### config.mk
export PLATFORM = sky130hd
export DESIGN_NAME = data_mover_bram
export DESIGN_NICKNAME = d
export VERILOG_FILES = /design/src/rtl/dmb_pkg.sv /design/src/rtl/data_mover_bram.sv
export SDC_FILE = /design/constraint.sdc
export NUM_CORES = 1
export LEC_CHECK = 0
export BUFFER_PORTS_ARGS = -buffer_cell sky130_fd_sc_hd__buf_4
export CORE_ASPECT_RATIO = 1.1
export CORE_UTILIZATION = 30
export CTS_BUF_LIST = sky130_fd_sc_hd__clkbuf_4 sky130_fd_sc_hd__clkbuf_8
export CTS_CLUSTER_DIAMETER = 120
export DETAILED_ROUTE_END_ITERATION = 10
export PLACE_DENSITY = 0.58
export REMOVE_ABC_BUFFERS = 1
export SETUP_SLACK_MARGIN = 0.3
export SLEW_MARGIN = 10
export SYNTH_ARGS = -nofsm -noshare
export SYNTH_HDL_FRONTEND = slang
export SYNTH_SLANG_ARGS = --single-unit
### constraint.sdc
create_clock -name clk -period 5 [get_ports clk]
set_clock_uncertainty 0.2 [all_clocks]
set_input_delay 1 -clock clk [delete_from_list [all_inputs] [get_ports clk]]
set_output_delay 1 -clock clk [all_outputs]
set_load 0.01 [all_outputs]
### src/rtl/dmb_pkg.sv
// dmb_pkg: shared state encoding and default sizing for data_mover_bram
package dmb_pkg;
    typedef enum logic [1:0] {
        IDLE = 2'd0,
        RUN  = 2'd1,
        DONE = 2'd2
    } state_t;
    localparam int DMB_DWIDTH     = 32;
    localparam int DMB_AWIDTH     = 12;
    localparam int DMB_MEM_SIZE   = 4096;
    localparam int DMB_CORE_DELAY = 5;
endpackage

### src/rtl/data_mover_bram.sv
// data_mover_bram: copies N words from BRAM0 to BRAM1 through an identity core
//   clk, reset_n              : clock; asynchronous reset, active high
//   i_run, i_num_cnt          : start pulse (IDLE only) and word count
//   o_idle/o_read/o_write/o_done : status flags
//   addr_b0/ce_b0/we_b0/d_b0/q_b0 : source BRAM0 port (read only)
//   addr_b1/ce_b1/we_b1/d_b1/q_b1 : destination BRAM1 port (write only)
// Macro DMB_CORE_PIPE_EN: when defined the core is CORE_DELAY register
// stages deep; otherwise the BRAM read data is written back directly.
module data_mover_bram
    import dmb_pkg::*;
#(
    parameter int DWIDTH     = DMB_DWIDTH,
    parameter int AWIDTH     = DMB_AWIDTH,
    parameter int MEM_SIZE   = DMB_MEM_SIZE,
    parameter int CORE_DELAY = DMB_CORE_DELAY
) (
    input  logic              clk,
    input  logic              reset_n,
    input  logic              i_run,
    input  logic [AWIDTH-1:0] i_num_cnt,
    output logic              o_idle,
    output logic              o_read,
    output logic              o_write,
    output logic              o_done,
    output logic [AWIDTH-1:0] addr_b0,
    output logic              ce_b0,
    output logic              we_b0,
    output logic [DWIDTH-1:0] d_b0,
    input  logic [DWIDTH-1:0] q_b0,
    output logic [AWIDTH-1:0] addr_b1,
    output logic              ce_b1,
    output logic              we_b1,
    output logic [DWIDTH-1:0] d_b1,
    input  logic [DWIDTH-1:0] q_b1
);
`ifdef DMB_CORE_PIPE_EN
    localparam int STAGES = CORE_DELAY;
`else
    localparam int STAGES = 0;
`endif
    // MEM_SIZE and q_b1 only keep the port/parameter set symmetric with the BRAMs
    localparam int UNUSED_PARAMS = MEM_SIZE + CORE_DELAY;
    logic unused_q;
    assign unused_q = ^q_b1;

    state_t            state, state_nx;
    logic [AWIDTH-1:0] num_cnt, rd_cnt, wr_cnt;
    logic              reading, rd_vld, core_v, wr_en, last_wr;
    logic [DWIDTH-1:0] core_d;

    assign reading = (state == RUN) && (rd_cnt < num_cnt);
    assign wr_en   = (state == RUN) && core_v;
    assign last_wr = wr_en && (wr_cnt == num_cnt - AWIDTH'(1));

    always_ff @(posedge clk or posedge reset_n) begin
        if (reset_n) state <= IDLE;
        else         state <= state_nx;
    end

    always_comb begin
        state_nx = (state == IDLE) ? (i_run ? ((i_num_cnt == '0) ? DONE : RUN) : IDLE) :
                   (state == RUN)  ? (last_wr ? DONE : RUN) : IDLE;
        o_idle   = (state == IDLE);
        o_read   = reading;
        o_write  = (state == RUN);
        o_done   = (state == DONE);
        ce_b0    = reading;
        we_b0    = 1'b0;
        addr_b0  = reading ? rd_cnt : '0;
        d_b0     = '0;
        ce_b1    = wr_en;
        we_b1    = wr_en;
        addr_b1  = wr_en ? wr_cnt : '0;
        d_b1     = wr_en ? core_d : '0;
    end

    // Counters clear outside RUN so every transfer restarts from address 0.
    // rd_vld marks the cycle in which q_b0 carries the word read one cycle earlier.
    always_ff @(posedge clk or posedge reset_n) begin
        if (reset_n) begin
            num_cnt <= '0;
            rd_cnt  <= '0;
            wr_cnt  <= '0;
            rd_vld  <= 1'b0;
        end else begin
            if (state == IDLE && i_run) num_cnt <= i_num_cnt;
            rd_cnt <= (state == RUN) ? rd_cnt + AWIDTH'(reading) : '0;
            wr_cnt <= (state == RUN) ? wr_cnt + AWIDTH'(wr_en) : '0;
            rd_vld <= reading;
        end
    end

    generate
        if (STAGES == 0) begin : g_direct
            assign core_d = q_b0;
            assign core_v = rd_vld;
        end else begin : g_pipe
            logic [DWIDTH-1:0] pd [STAGES];
            logic [STAGES-1:0] pv;
            always_ff @(posedge clk or posedge reset_n) begin
                if (reset_n) begin
                    for (int i = 0; i < STAGES; i++) pd[i] <= '0;
                    pv <= '0;
                end else begin
                    pd[0] <= q_b0;
                    pv[0] <= rd_vld;
                    for (int i = 1; i < STAGES; i++) begin
                        pd[i] <= pd[i-1];
                        pv[i] <= pv[i-1];
                    end
                end
            end
            assign core_d = pd[STAGES-1];
            assign core_v = pv[STAGES-1];
        end
    endgenerate
endmodule

==> results of run 1 <==
## area by class of cell
cell class | count | share of cell area [%]
Multi-Input combinational cell | 276 | 44.6
Inverter | 25 | 2.40
Clock buffer | 8 | 2.66
Tap cell | 120 | 3.84
Sequential cell | 39 | 25.0
Timing Repair Buffer | 112 | 21.5
## stage by stage
step	power, W	std cells	instance area [um2]	setup WS [ns]
finish	0.000646	580	3910	0.938
global route	0.000676	580	3910	0.669
CTS	0.000655	580	3910	0.881
detailed placement	0.000407	572	3800	1.23
global placement	0.000406	572	3800	1.28
floorplan	0.000355	340	2810	1.54
## registers in the layout (all words and copies together), names as in the netlist
signal and cells:
num_cnt 12, rd_cnt 12, wr_cnt 12, state 2, core_v 1
## report_power, final
part / total, W / switching (W) / internal [W]
combinational: 0.0000848 / 0.0000392 / 0.0000456
clock: 0.000246 / 0.000114 / 0.000131
sequential: 0.000315 / 0 / 0.000315
## layout by cell type, fill, tap and decap left out, types with 17 or more instances in the layout
cell     synthesis  layout
and3_1          44      44
conb_1           1      33
ha_1            17      17
inv_1           25      25
o21ai_0         19      19
xnor2_1         21      21
buf_4           36     112
dfrtp_1         39      39
nor2_1          24      24
nand2_1         19      19
## kinds of logic (layout without fill, tap and decap cells)
group | after synthesis | count (layout) | synth area share (%)
AOI/OAI and AO/OA | 53 | 53 | 11.2
xor gates and xnor gates | 28 | 28 | 8.09
adders and majority gates | 17 | 17 | 7.02
buffers and inverters | 80 | 145 | 14.4
DFF | 39 | 39 | 32.2
other | 1 | 33 | 0.124
and+or+nand+nor | 145 | 145 | 27.0
## worst paths after layout
| path | from | endpoint |
|---|---|---|
| setup / recovery | num_cnt[4] | addr_b0[0] |
| hold / removal | wr_cnt[11] | wr_cnt[11] |
| setup reg to reg | num_cnt[1] | rd_cnt[10] |
| hold reg to reg | wr_cnt[11] | wr_cnt[11] |
| max in group asynchronous | reset_n | wr_cnt[11] |
| min in group asynchronous | reset_n | core_v |
## worst max-delay path, delay by kind of cell, from the launching register on
family,cells,cell delay (ns)
and+or+nand+nor,1,0.09
buffers and inverters,2,0.31
DFF,1,0.47
adders and majority gates,2,0.62
AOI/OAI and AO/OA,2,1.07
## per-layer routing
| layer | vias to the layer above | part of all wire, % | wire [um] |
|---|---|---|---|
| li1 | 1375 | - | - |
| met1 | 1274 | 44 | 3430 |
| met2 | 69 | 50 | 3930 |
| met3 | 14 | 4.2 | 331 |
| met4 | 0 | 1.9 | 148 |
| met5 | - | 0 | 0 |
==> results.sh, run 1 <==
export IMPL_htree_levels=2
export IMPL_reg2reg_depth=14
export IMPL_ant_nets=0
export IMPL_area_growth_pct=28.8
export IMPL_cts_buffers=5
export IMPL_grtUsageMet2_pct=26.7
export IMPL_n_antenna_cell=0
export IMPL_crit_required_ns=3.80
export IMPL_cts_sinks=39
export IMPL_synthArstFlopShare_pct=100
export IMPL_synth_area_um2=3030
export IMPL_syn_inst=363
export IMPL_nFillCells=1028
export IMPL_setup_tns_ns=0
export IMPL_grt_pass1_vias=2597
export IMPL_gr_total_overflow=0
export IMPL_worst_path_most_repeated_cell="ha_1"
export IMPL_grt_pass1_wl_mm=12.8
export IMPL_ys_seq_elements=39
export IMPL_cp_slowest_stage_delay_ns=0.77
export IMPL_setup_viol=0
export IMPL_met1_usage_pct=18.4
export IMPL_drive_gt1_share_pct=27.2
export IMPL_yosysWarnings=0
export IMPL_status="finished, violations left"
export IMPL_end_kind="output port"
export IMPL_synth_top_area_share_pct=32.2
export IMPL_whs_ns=0.400
export IMPL_synth_most_common_cell="and3_1"
export IMPL_finalMaxSlewViolations=0
export IMPL_clockBufferDepth=2
export IMPL_seq_area_um2=976
export IMPL_dp_hpwl_mm=6.03
export IMPL_failed_checks="DRC"
export IMPL_avgSynthCellArea_um2=8.35
export IMPL_synth_edf_count=0
export IMPL_route_detailed_drc=16
export IMPL_period_share_pct=81.2
export IMPL_p_leak_nw=2.01
export IMPL_final_hold_viol_count=0
export IMPL_met3_usage_pct=3.77
export IMPL_rrSetupSlack_ns=1.37
export IMPL_grt_busiest_layer="met2"
export IMPL_final_core_util_pct=39.7
export IMPL_synthDistinctLibCells=37
export IMPL_ys_flop_type="dfrtp_1"
export IMPL_antenna_found_initial=0
export IMPL_cp_max_fo=12
export IMPL_whs_path_depth=2
export IMPL_drt_iter0_drc=140
export IMPL_drt_wl_total_mm=7.83
export IMPL_start_util_pct=30.8
export IMPL_cts_clk_slew_worst_paths_ns=0.07
export IMPL_hp_class="register to register"
export IMPL_slew_headroom_pct=32.1
export IMPL_cts_setup_buffers=0
export IMPL_core_um2=9840
export IMPL_cts_tree="built"
export IMPL_vias=2732
export IMPL_peakVddDrop_uv=88.7
export IMPL_io_pins=175
export IMPL_critPathKind="register to output port"
export IMPL_final_nets=555
export IMPL_die_h_um=107
export IMPL_rsz0062_at_grt="no"
export IMPL_fp_row_count=38
export IMPL_root_buffer="clkbuf_8"
export IMPL_ctsResizeCount=0
export IMPL_fp_dieW_um=97.9
export IMPL_power_density_nw_per_um2=165
export IMPL_grt_max_degree=46
export IMPL_post_route_min_period_ns=4.06
export IMPL_multi_input_area_um2=1740
export IMPL_path_cells="inv_1 -> ha_1 -> nand4_1 -> o211ai_1 -> a21oi_1 -> ha_1 -> buf_4"
export IMPL_maxCapViolCount=0
export IMPL_fmax_ghz=0.246
export IMPL_place_congestion=0.822
export IMPL_track_usage_pct=15.4
export IMPL_tightest_slew_ns=1.02
export IMPL_arrival_ns=2.86
export IMPL_seq_area_frac_synth_pct=32.2
export IMPL_wl_per_cell_um=13.5
export IMPL_via_per_inst=4.71
export IMPL_yosysTopAreaCell="dfrtp_1"
export IMPL_postCtsHoldBufs=0
export IMPL_dieArea_um2=10500
export IMPL_dr_pass1_iters=7
export IMPL_startpoint_type="register"
export IMPL_slowest_stage="o211ai_1"
export IMPL_io_buffers=109
export IMPL_synthTopCellsByArea="dfrtp_1 (32%), and3_1 (9.1%), buf_4 (8.9%)"
export IMPL_synthTopCellsByCount="and3_1 (44), dfrtp_1 (39), buf_4 (36)"
export IMPL_clock_latency_ns=0.30
Power figures use the tool's default switching activity.
==> run 2, diff against run 1 <==
--- a/config.mk
+++ b/config.mk
@@ -11,7 +11,7 @@
 export CTS_BUF_LIST = sky130_fd_sc_hd__clkbuf_4 sky130_fd_sc_hd__clkbuf_8
 export CTS_CLUSTER_DIAMETER = 120
 export DETAILED_ROUTE_END_ITERATION = 10
-export PLACE_DENSITY = 0.58
+export PLACE_DENSITY = 0.61
 export REMOVE_ABC_BUFFERS = 1
 export SETUP_SLACK_MARGIN = 0.3
 export SLEW_MARGIN = 10
==> constraint.sdc (replaced) <==
create_clock -name clk -period 3.7 [get_ports clk]
set_clock_uncertainty 0.2 [all_clocks]
set_input_delay 0.74 -clock clk [delete_from_list [all_inputs] [get_ports clk]]
set_output_delay 0.74 -clock clk [all_outputs]
set_load 0.01 [all_outputs]
==> run 2 against run 1 <==
The flow still finishes with violations (DRC); global-route usage is 0.42 points lower; utilization is 0.33 points higher; cell count is 0.69% higher; non-clock buffer count is 6 higher; critical endpoint unchanged; worst hold slack worse by 0.039 ns; register-to-register slack worse by 0.72 ns; die area stayed put; largest power group unchanged; clock-buffer cell count is 2 lower; design area is 0.83% higher; worst setup slack worse by 0.51 ns; wire length is 0.75% lower; total power is 28% higher.
==> results.sh, run 2 (synthesis results as in run 1) <==
export IMPL_start_util_pct=30.8
export IMPL_reg2reg_depth=14
export IMPL_fin_area_um2=3940
export IMPL_peakVddDrop_uv=126
export IMPL_io_buffers=109
export IMPL_clock_latency_ns=0.30
export IMPL_r2r_end="rd_cnt[10]"
export IMPL_wl_per_cell_um=13.3
export IMPL_startpoint_type="register"
export IMPL_die_h_um=107
export IMPL_grt_pass1_vias=2584
export IMPL_dp_hpwl_mm=6.00
export IMPL_arrival_ns=2.34
export IMPL_finalPower_w=0.000824
export IMPL_n_antenna_cell=0
export IMPL_gr_total_overflow=0
export IMPL_status="finished, violations left"
export IMPL_antenna_found_initial=0
export IMPL_setup_viol=0
export IMPL_place_area_um2=3840
export IMPL_critPathKind="register to output port"
export IMPL_final_hold_viol_count=0
export IMPL_clockBufferDepth=2
export IMPL_finalMaxSlewViolations=0
export IMPL_postCtsHoldBufs=0
export IMPL_r2r_start="num_cnt[1]"
export IMPL_rsz0062_at_grt="no"
export IMPL_crit_family="compound AO/OA/AOI/OAI gates"
export IMPL_core_um2=9840
export IMPL_path_cells="inv_1 -> ha_1 -> a21o_1 -> a21o_1 -> a21oi_1 -> o211ai_1 -> a21oi_1 -> ha_2 -> buf_4"
export IMPL_cp_max_fo=4
export IMPL_dieArea_um2=10500
export IMPL_nFillCells=1033
export IMPL_mostFrequentLayoutCells="buf_4 (118), and3_1 (44), dfrtp_1 (38)"
export IMPL_cts_clk_slew_worst_paths_ns=0.08
export IMPL_area_growth_pct=29.9
export IMPL_setup_tns_ns=0
export IMPL_cts_buffers=5
export IMPL_hp_class="input port to async pin"
export IMPL_htree_levels=2
export IMPL_seq_area_um2=977
export IMPL_cts_tree="built"
export IMPL_route_detailed_drc=14
export IMPL_grt_max_degree=40
export IMPL_ant_nets=0
export IMPL_fp_row_count=38
export IMPL_finalWorstSetupSlack_ns=0.423
export IMPL_critPathBufInv=2
export IMPL_layout_commonest_cell="buf_4"
export IMPL_power_density_nw_per_um2=209
export IMPL_p_leak_nw=2.03
export IMPL_drive_gt1_share_pct=28.9
export IMPL_period_share_pct=88.6
export IMPL_largest_registers="num_cnt (12), rd_cnt (12), wr_cnt (12)"
export IMPL_io_pins=175
export IMPL_rrSetupSlack_ns=0.65
export IMPL_tightest_slew_ns=0.729
export IMPL_drt_iter0_drc=128
export IMPL_track_usage_pct=14.9
export IMPL_via_per_inst=4.77
export IMPL_cp_slowest_stage_delay_ns=0.37
export IMPL_maxCapViolCount=0
export IMPL_failed_checks="DRC"
export IMPL_post_route_min_period_ns=3.28
export IMPL_end_kind="output port"
export IMPL_place_congestion=0.794
export IMPL_drt_wl_total_mm=7.77
export IMPL_post_place_ws_ns=0.576
export IMPL_fmax_ghz=0.305
export IMPL_dr_pass1_iters=9
export IMPL_root_buffer="clkbuf_8"
export IMPL_slew_headroom_pct=51.4
export IMPL_cts_sinks=39
export IMPL_final_nets=561
export IMPL_slowest_stage="dfrtp_1"
export IMPL_crit_required_ns=2.76
export IMPL_vias=2788
export IMPL_final_core_util_pct=40.0
export IMPL_fp_dieW_um=97.9
export IMPL_multi_input_area_um2=1750
export IMPL_grt_pass1_wl_mm=12.7
[run 2: cell count changes in the layout (fill, tap and decap cells not counted), sizes merged]
cell / before / now
buf: 112 / 118
clkinvlp: 0 / 1
clkbuf: 8 / 6
inv: 25 / 24
[run 2: tightest hold or removal path, cell delays in order]
cell and delay [ns]:
buf_4 0.10, inv_1 0.04, buf_4 0.42
[run 2: power breakdown]
group	leakage, nW	switching, W	internal (W)	total (W)
sequential	0.447	0	0.000426	0.000426
combinational	1.54	0.0000527	0.0000617	0.000114
clock	0.0406	0.000150	0.000133	0.000283
[run 2: worst max-delay path by stage]
stage                from          end  slack [ns]  cells after the start
3_5_place_dp   num_cnt[1]   rd_cnt[10]        0.58                     14
3_3_place_gp    rd_cnt[1]   rd_cnt[10]        0.59                     13
2_1_floorplan  num_cnt[1]   rd_cnt[10]        0.35                     14
6_report       num_cnt[1]   addr_b0[0]        0.42                      9
4_1_cts        num_cnt[1]   addr_b0[0]        0.37                      9
5_1_grt        num_cnt[1]  addr_b0[10]        0.30                      9
[run 2: per-layer routing]
metal	vias to the layer above	global-route usage [%]	share of wire [%]
met2	80	26.2	50
met1	1309	18.6	44
met4	0	4.55	1.7
li1	1381	-	-
met3	18	2.60	4.3
met5	-	0	0
[run 2: area by class of cell]
| type | instances | area share (%) |
|---|---|---|
| inverters | 25 | 2.48 |
| flip-flops and latches | 39 | 24.8 |
| multi-input cells | 276 | 44.5 |
| well taps | 120 | 3.81 |
| repair buffers | 118 | 22.5 |
| clock buffers | 6 | 1.94 |
[run 2: repair_timing]
item	in CTS	in global routing
buffers inserted	0	1
resized for setup	0	5
endpoints found under the setup margin	0	13
[run 2: per-stage QoR]
step / cells / hold WS, ns
6_report: 584 / 0.361
5_1_grt: 584 / 0.418
4_1_cts: 583 / 0.390
3_5_place_dp: 577 / 0.401
3_3_place_gp: 577 / 0.386
2_1_floorplan: 340 / 0.343
